$ cat src/rtl/scroll_controller_pkg.sv
// Shared definitions for the layer-scroll initiator and its row generator.
package scroll_controller_pkg;

  localparam int unsigned LAYER_WIDTH       = 7;
  // Must match the scroll length used by shift_layer.
  localparam int unsigned SCROLL_MS_DEFAULT = 150;
  localparam logic [15:0] LFSR_DEFAULT_SEED = 16'hACE1;
  // Single centre cell used when a generated row would be empty.
  localparam logic [LAYER_WIDTH-1:0] FALLBACK_ROW = 7'b0001000;

  typedef enum logic [2:0] {
    S_IDLE   = 3'd0,
    S_GEN    = 3'd1,
    S_LOAD   = 3'd2,
    S_START  = 3'd3,
    S_WAIT   = 3'd4,
    S_SETTLE = 3'd5,
    S_DONE   = 3'd6
  } state_e;

  // 16-bit Fibonacci LFSR, taps 15/13/12/10, shifting towards the MSB.
  function automatic logic [15:0] lfsr_step(input logic [15:0] l);
    return {l[14:0], l[15] ^ l[13] ^ l[12] ^ l[10]};
  endfunction

endpackage

$ cat src/rtl/scroll_controller_row_generator.sv
// Combinational next-row generator: advances the LFSR, builds a candidate row,
// forces it to touch the previous row, and masks block types to occupied cells.
module scroll_controller_row_generator
  import scroll_controller_pkg::*;
(
  input  logic [15:0]            i_lfsr,
  input  logic [LAYER_WIDTH-1:0] i_prev_map,
  output logic [15:0]            o_lfsr_next,
  output logic [LAYER_WIDTH-1:0] o_map,
  output logic [LAYER_WIDTH-1:0] o_type
);

  logic [LAYER_WIDTH-1:0] w_mask;
  logic [LAYER_WIDTH-1:0] w_cand;

  // Candidate row with reachability fix-up and empty-row fallback.
  always_comb begin
    o_lfsr_next = lfsr_step(i_lfsr);
    // Cells adjacent to (or on) an occupied previous cell; shifts drop edge bits, no wrap.
    w_mask      = i_prev_map | (i_prev_map << 1) | (i_prev_map >> 1);
    w_cand      = o_lfsr_next[LAYER_WIDTH-1:0];
    if ((w_cand & w_mask) == '0) begin
      w_cand = w_cand | i_prev_map;
    end
    if (w_cand == '0) begin
      w_cand = FALLBACK_ROW;
    end
    o_map  = w_cand;
    o_type = o_lfsr_next[2*LAYER_WIDTH-1:LAYER_WIDTH] & w_cand;
  end

endmodule

$ cat src/rtl/scroll_controller.sv
// Scroll initiator: on request, generates a new top row, strobes load then
// start to the shift layers, times the scroll on one_ms_tick and counts score.
module scroll_controller
  import scroll_controller_pkg::*;
#(
  parameter logic [15:0]            SEED      = LFSR_DEFAULT_SEED,
  parameter logic [LAYER_WIDTH-1:0] INIT_MAP  = 7'b0001000,
  parameter int unsigned            SCROLL_MS = SCROLL_MS_DEFAULT,
  parameter int unsigned            SCORE_MAX = 9999
) (
  input  logic                   clk,
  input  logic                   rst,
  input  logic                   module_en,
  input  logic                   one_ms_tick,
  input  logic                   scroll_req,
  output logic                   load,
  output logic                   start,
  output logic [0:LAYER_WIDTH-1] layer_map_out,
  output logic [0:LAYER_WIDTH-1] block_type_out,
  output logic                   busy,
  output logic                   scroll_done,
  output logic [13:0]            score
);

  localparam logic [15:0]       LFSR_INIT = (SEED == 16'h0000) ? LFSR_DEFAULT_SEED : SEED;
  localparam int unsigned       CNT_W     = $clog2(SCROLL_MS + 1);
  localparam logic [CNT_W-1:0]  CNT_LAST  = CNT_W'(SCROLL_MS - 1);
  localparam logic [13:0]       SCORE_SAT = 14'(SCORE_MAX);

  state_e                 r_state;
  logic [15:0]            r_lfsr;
  logic [CNT_W-1:0]       r_cnt;
  logic                   r_settle;
  logic [LAYER_WIDTH-1:0] r_map;
  logic [LAYER_WIDTH-1:0] r_type;
  logic                   r_load;
  logic                   r_start;
  logic                   r_busy;
  logic                   r_done;
  logic [13:0]            r_score;

  logic [15:0]            w_lfsr_next;
  logic [LAYER_WIDTH-1:0] w_map;
  logic [LAYER_WIDTH-1:0] w_type;

  scroll_controller_row_generator u_row_gen (
    .i_lfsr      (r_lfsr),
    .i_prev_map  (r_map),
    .o_lfsr_next (w_lfsr_next),
    .o_map       (w_map),
    .o_type      (w_type)
  );

  // Scroll sequencer; every output is a flop updated alongside the state.
  always_ff @(posedge clk or negedge rst) begin
    if (!rst) begin
      r_state  <= S_IDLE;
      r_lfsr   <= LFSR_INIT;
      r_cnt    <= '0;
      r_settle <= 1'b0;
      r_map    <= INIT_MAP;
      r_type   <= '0;
      r_load   <= 1'b0;
      r_start  <= 1'b0;
      r_busy   <= 1'b0;
      r_done   <= 1'b0;
      r_score  <= '0;
    end else begin
      r_load  <= 1'b0;
      r_start <= 1'b0;
      r_done  <= 1'b0;
      case (r_state)
        S_IDLE: begin
          if (scroll_req && module_en) begin
            r_state <= S_GEN;
            r_busy  <= 1'b1;
          end
        end
        S_GEN: begin
          r_lfsr  <= w_lfsr_next;
          r_map   <= w_map;
          r_type  <= w_type;
          r_load  <= 1'b1;
          r_state <= S_LOAD;
        end
        S_LOAD: begin
          r_start <= 1'b1;
          r_state <= S_START;
        end
        S_START: begin
          r_state <= S_WAIT;
        end
        S_WAIT: begin
          if (one_ms_tick) begin
            if (r_cnt == CNT_LAST) begin
              r_cnt    <= '0;
              r_settle <= 1'b0;
              r_state  <= S_SETTLE;
            end else begin
              r_cnt <= r_cnt + 1'b1;
            end
          end
        end
        S_SETTLE: begin
          // Two cycles: first marks r_settle, second moves on.
          if (r_settle) begin
            r_settle <= 1'b0;
            r_done   <= 1'b1;
            r_state  <= S_DONE;
            if (r_score != SCORE_SAT) begin
              r_score <= r_score + 14'd1;
            end
          end else begin
            r_settle <= 1'b1;
          end
        end
        S_DONE: begin
          r_busy  <= 1'b0;
          r_state <= S_IDLE;
        end
        default: begin
          r_state  <= S_IDLE;
          r_busy   <= 1'b0;
          r_cnt    <= '0;
          r_settle <= 1'b0;
        end
      endcase
    end
  end

  assign load           = r_load;
  assign start          = r_start;
  assign layer_map_out  = r_map;
  assign block_type_out = r_type;
  assign busy           = r_busy;
  assign scroll_done    = r_done;
  assign score          = r_score;

endmodule

$ cat config.mk
export PLATFORM = sky130hd
export DESIGN_NAME = scroll_controller
export DESIGN_NICKNAME = d
export VERILOG_FILES = /design/src/rtl/scroll_controller_pkg.sv /design/src/rtl/scroll_controller_row_generator.sv /design/src/rtl/scroll_controller.sv
export SDC_FILE = /design/constraint.sdc
export NUM_CORES = 1
export LEC_CHECK = 0
export CAP_MARGIN = 20
export CORE_ASPECT_RATIO = 1.1
export CORE_UTILIZATION = 52
export CTS_BUF_LIST = sky130_fd_sc_hd__clkbuf_8 sky130_fd_sc_hd__clkbuf_16
export DETAILED_ROUTE_END_ITERATION = 8
export GPL_TIMING_DRIVEN = 1
export PLACE_DENSITY_LB_ADDON = 0.08
export RECOVER_POWER = 25
export SLEW_MARGIN = 15
export SYNTH_ARGS = -nofsm -noshare
export SYNTH_HDL_FRONTEND = slang
export SYNTH_SLANG_ARGS = --single-unit
$ cat constraint.sdc
create_clock -name clk -period 2.4 [get_ports clk]
set_input_delay 0.24 -clock clk [delete_from_list [all_inputs] [get_ports clk]]
set_output_delay 0.24 -clock clk [all_outputs]
set_load 0.02 [all_outputs]
==> out/results.tsv <==
metric	value	unit
dpl hpwl	3.65	mm
Reg power frac	0.455	
overall die height	78.6	um
RSZ-0062 raised after global routing	false	
chip width	71.6	um
Clock Tree Root	clkbuf_8	
CTS tree	done	
slew margin rel.	-0.0884	
slowest stage cell, crit path	dfrtp_1	
Register Area	1510	um2
register area share after synthesis	0.546	
WP data arrival	2100	ps
Reg clk slew, reported paths	70	ps
# Max-Cap Violations	1	
placed cell count	359	
Layout Skew	5.91	ps
clk_lat worst skew	330	ps
Initial DRT Pass Iterations	7	
IO Port Bufs	36	
peak supply drop	652	uV
Combinational Power Share	0.201	
first-pass GRT wire length	9.05	mm
die area	5620	um2
most frequent cells in the layout	nand2_1 (61), dfrtp_1 (51), clkdlybuf4s50_1 (35)	
Final Cycle Share	0.779	
Routed Antenna Nets	0	
Initial Util	0.547	
async set-reset flop share out of synthesis	1.00	
Yosys warning count	0	
area delta synth->final	23.5	%
diode count	0	
Final Max Tran Viols	30	
final hold vios	0	
Top FF cell, synth	dfrtp_1	
core box area	5070	um2
WP data required	2630	ps
GRT Util Overall	0.210	
critical path type	reg -> reg	
FF+latch count, synth	60	
Final nets	321	
sw frac	0.305	
Critical Path Fanout Max	9	
clock tree buffer depth	2	
post-route minimum period	1870	ps
largest delay contributor family on the critical path	compound AO/OA/AOI/OAI gates	
layout cells sized above 1	0.129	
setup TNS	0	ps
Num Clock Sinks	60	
min-delay worst type	reg -> reg	
outcome	finished, violations left	
IO Count	37	
Iteration-0 DRC Markers	129	
routability congestion estimate from global placement	0.828	
Gate Count Post-Synth	271	
internal power	2000	uW
row count	27	
Mean Syn Cell Area	10.2	um2
post-synthesis instance area	2770	um2
startpoint class of the critical path	register	
vias	2103	
EDFF count, synth	0	
synth unique cells	46	
initial antenna violation count	0	
Finished Layout Cells	376	
grt total ovfl	0	
sw power	880	uW
CP bufs+invs	0	
area of the multi-input gates	1180	um2
DRC violations left	0	
Max Freq	535	MHz
slowest stage delay, CP	430	ps
clock group share of total power	0.344	
Worst Setup End Kind	register	
Fill cells	402	
Setup violations, final	0	
vias in the first global route	1950	
syn_nets	279	
H-Tree Depth	3	
largest net degree at the start of global routing	32	
DR vias/cell	5.59	
commonest non-fill, non-tap cell in the layout	nand2_1	
total CTS buffers	9	
crit-path cells	ha_1, nor4b_1, a211o_1, or2_1, o31ai_1	
post-DR wirelength/cell	14.2	um
Worst Tran Pin Value	1630	ps
Leak Pwr	0.00159	uW
PwrDens	842	nW/um2
violated checks	capacitance limit, slew limit	
Post-Route WL	5.33	mm
==> cells by family after synthesis <==
kind of cell / Yosys count / synth area share
DFF: 60 / 0.546
adders and majority gates: 3 / 0.0136
AOI/OAI and AO/OA: 59 / 0.149
buffers and inverters: 18 / 0.0266
muxes: 1 / 0.00542
and+or+nand+nor: 112 / 0.203
xor gates and xnor gates: 18 / 0.0569
==> routing by layer <==
metal	up-vias	wire length (um)	share of wire	global-route usage
li1	1026	-	-	-
met2	62	2530	0.47	0.330
met4	0	97	0.018	0.106
met3	8	197	0.037	0.0552
met1	1007	2500	0.47	0.270
met5	-	0	0	0
==> state kept, by name, indices dropped and copies added, names as in the netlist <==
| register | count |
|---|---|
| r_lfsr | 16 |
| block_type_out | 7 |
| r_cnt | 8 |
| layer_map_out | 7 |
| scroll_done | 1 |
| r_state | 3 |
| busy | 1 |
| score | 14 |
| start | 1 |
| r_settle | 1 |
| load | 1 |
==> final cells by class <==
type / count / area share
inverter: 8 / 0.00878
clock inverter: 6 / 0.0230
clock buffer: 10 / 0.0402
timing repair buffer: 41 / 0.119
tap: 58 / 0.0212
sequential: 60 / 0.442
multi-input combinational: 193 / 0.346
==> cells in the mapped netlist (all sizes together) (2+ instances only) <==
cell type | instances | share of area
ha | 3 | 0.014
nor3 | 2 | 0.0077
inv | 8 | 0.011
dfstp | 9 | 0.085
a22o | 6 | 0.019
nand2 | 61 | 0.083
or2 | 3 | 0.0068
o21ai | 18 | 0.033
nand4 | 4 | 0.0090
nor2 | 10 | 0.014
and2 | 3 | 0.0072
o31ai | 4 | 0.011
xnor2 | 15 | 0.047
and3 | 7 | 0.016
nand3 | 10 | 0.018
buf | 5 | 0.0090
clkbuf | 5 | 0.0068
nor4 | 2 | 0.0099
nor2b | 2 | 0.0045
xor2 | 3 | 0.0095
a21o | 5 | 0.014
o22ai | 6 | 0.014
nand2b | 5 | 0.017
a31oi | 3 | 0.0068
dfrtp | 51 | 0.46
a21oi | 9 | 0.016
==> what timing repair did <==
| item | in CTS | in global routing |
|---|---|---|
| gates resized for setup | 0 | 0 |
| hold buffers | 1 | 0 |
| setup buffers | 0 | 0 |
| hold endpoints to repair | 24 | 0 |
| setup endpoints to repair | 0 | 0 |
==> worst reg2reg max path, delay by kind of cell (launching register included) <==
family,cells,cell delay (ps)
flops,1,430
fa+ha+maj,1,210
compound gates,2,650
simple gates,2,490
==> power by group through the flow <==
stage	Clock (uW)	Combinational [uW]	Sequential, uW
after detailed placement	0	584	1320
final	991	579	1310
after global placement	0	573	1320
after CTS	1010	583	1310
after global routing	1050	647	1340
after floorplan	0	388	1310
==> per-stage QoR <==
step	setup slack, ps	utilization	instance area [um2]	power [uW]	hold WS (ps)
finish	530	0.675	3420	2880	457
detailed placement	529	0.631	3200	1910	317
global route	264	0.675	3420	3040	470
floorplan	532	-	2770	1690	-55.6
global placement	578	0.631	3200	1900	320
CTS	524	0.676	3420	2910	461
==> path summary, 6_finish.rpt <==
| path | end | startpoint | depth (start not counted) | slack, ps |
|---|---|---|---|---|
| worst max-delay path | r_cnt[6] | r_cnt[0] | 5 | 530 |
| worst min-delay path | r_lfsr[11] | r_lfsr[11] | 2 | 460 |
| worst max register to register | r_cnt[6] | r_cnt[0] | 5 | 530 |
| worst min register to register | r_lfsr[11] | r_lfsr[11] | 2 | 460 |
| max in group asynchronous | block_type_out[4] | rst | 2 | 590 |
| min in group asynchronous | load | rst | 2 | 860 |
Power figures use the tool's default switching activity.
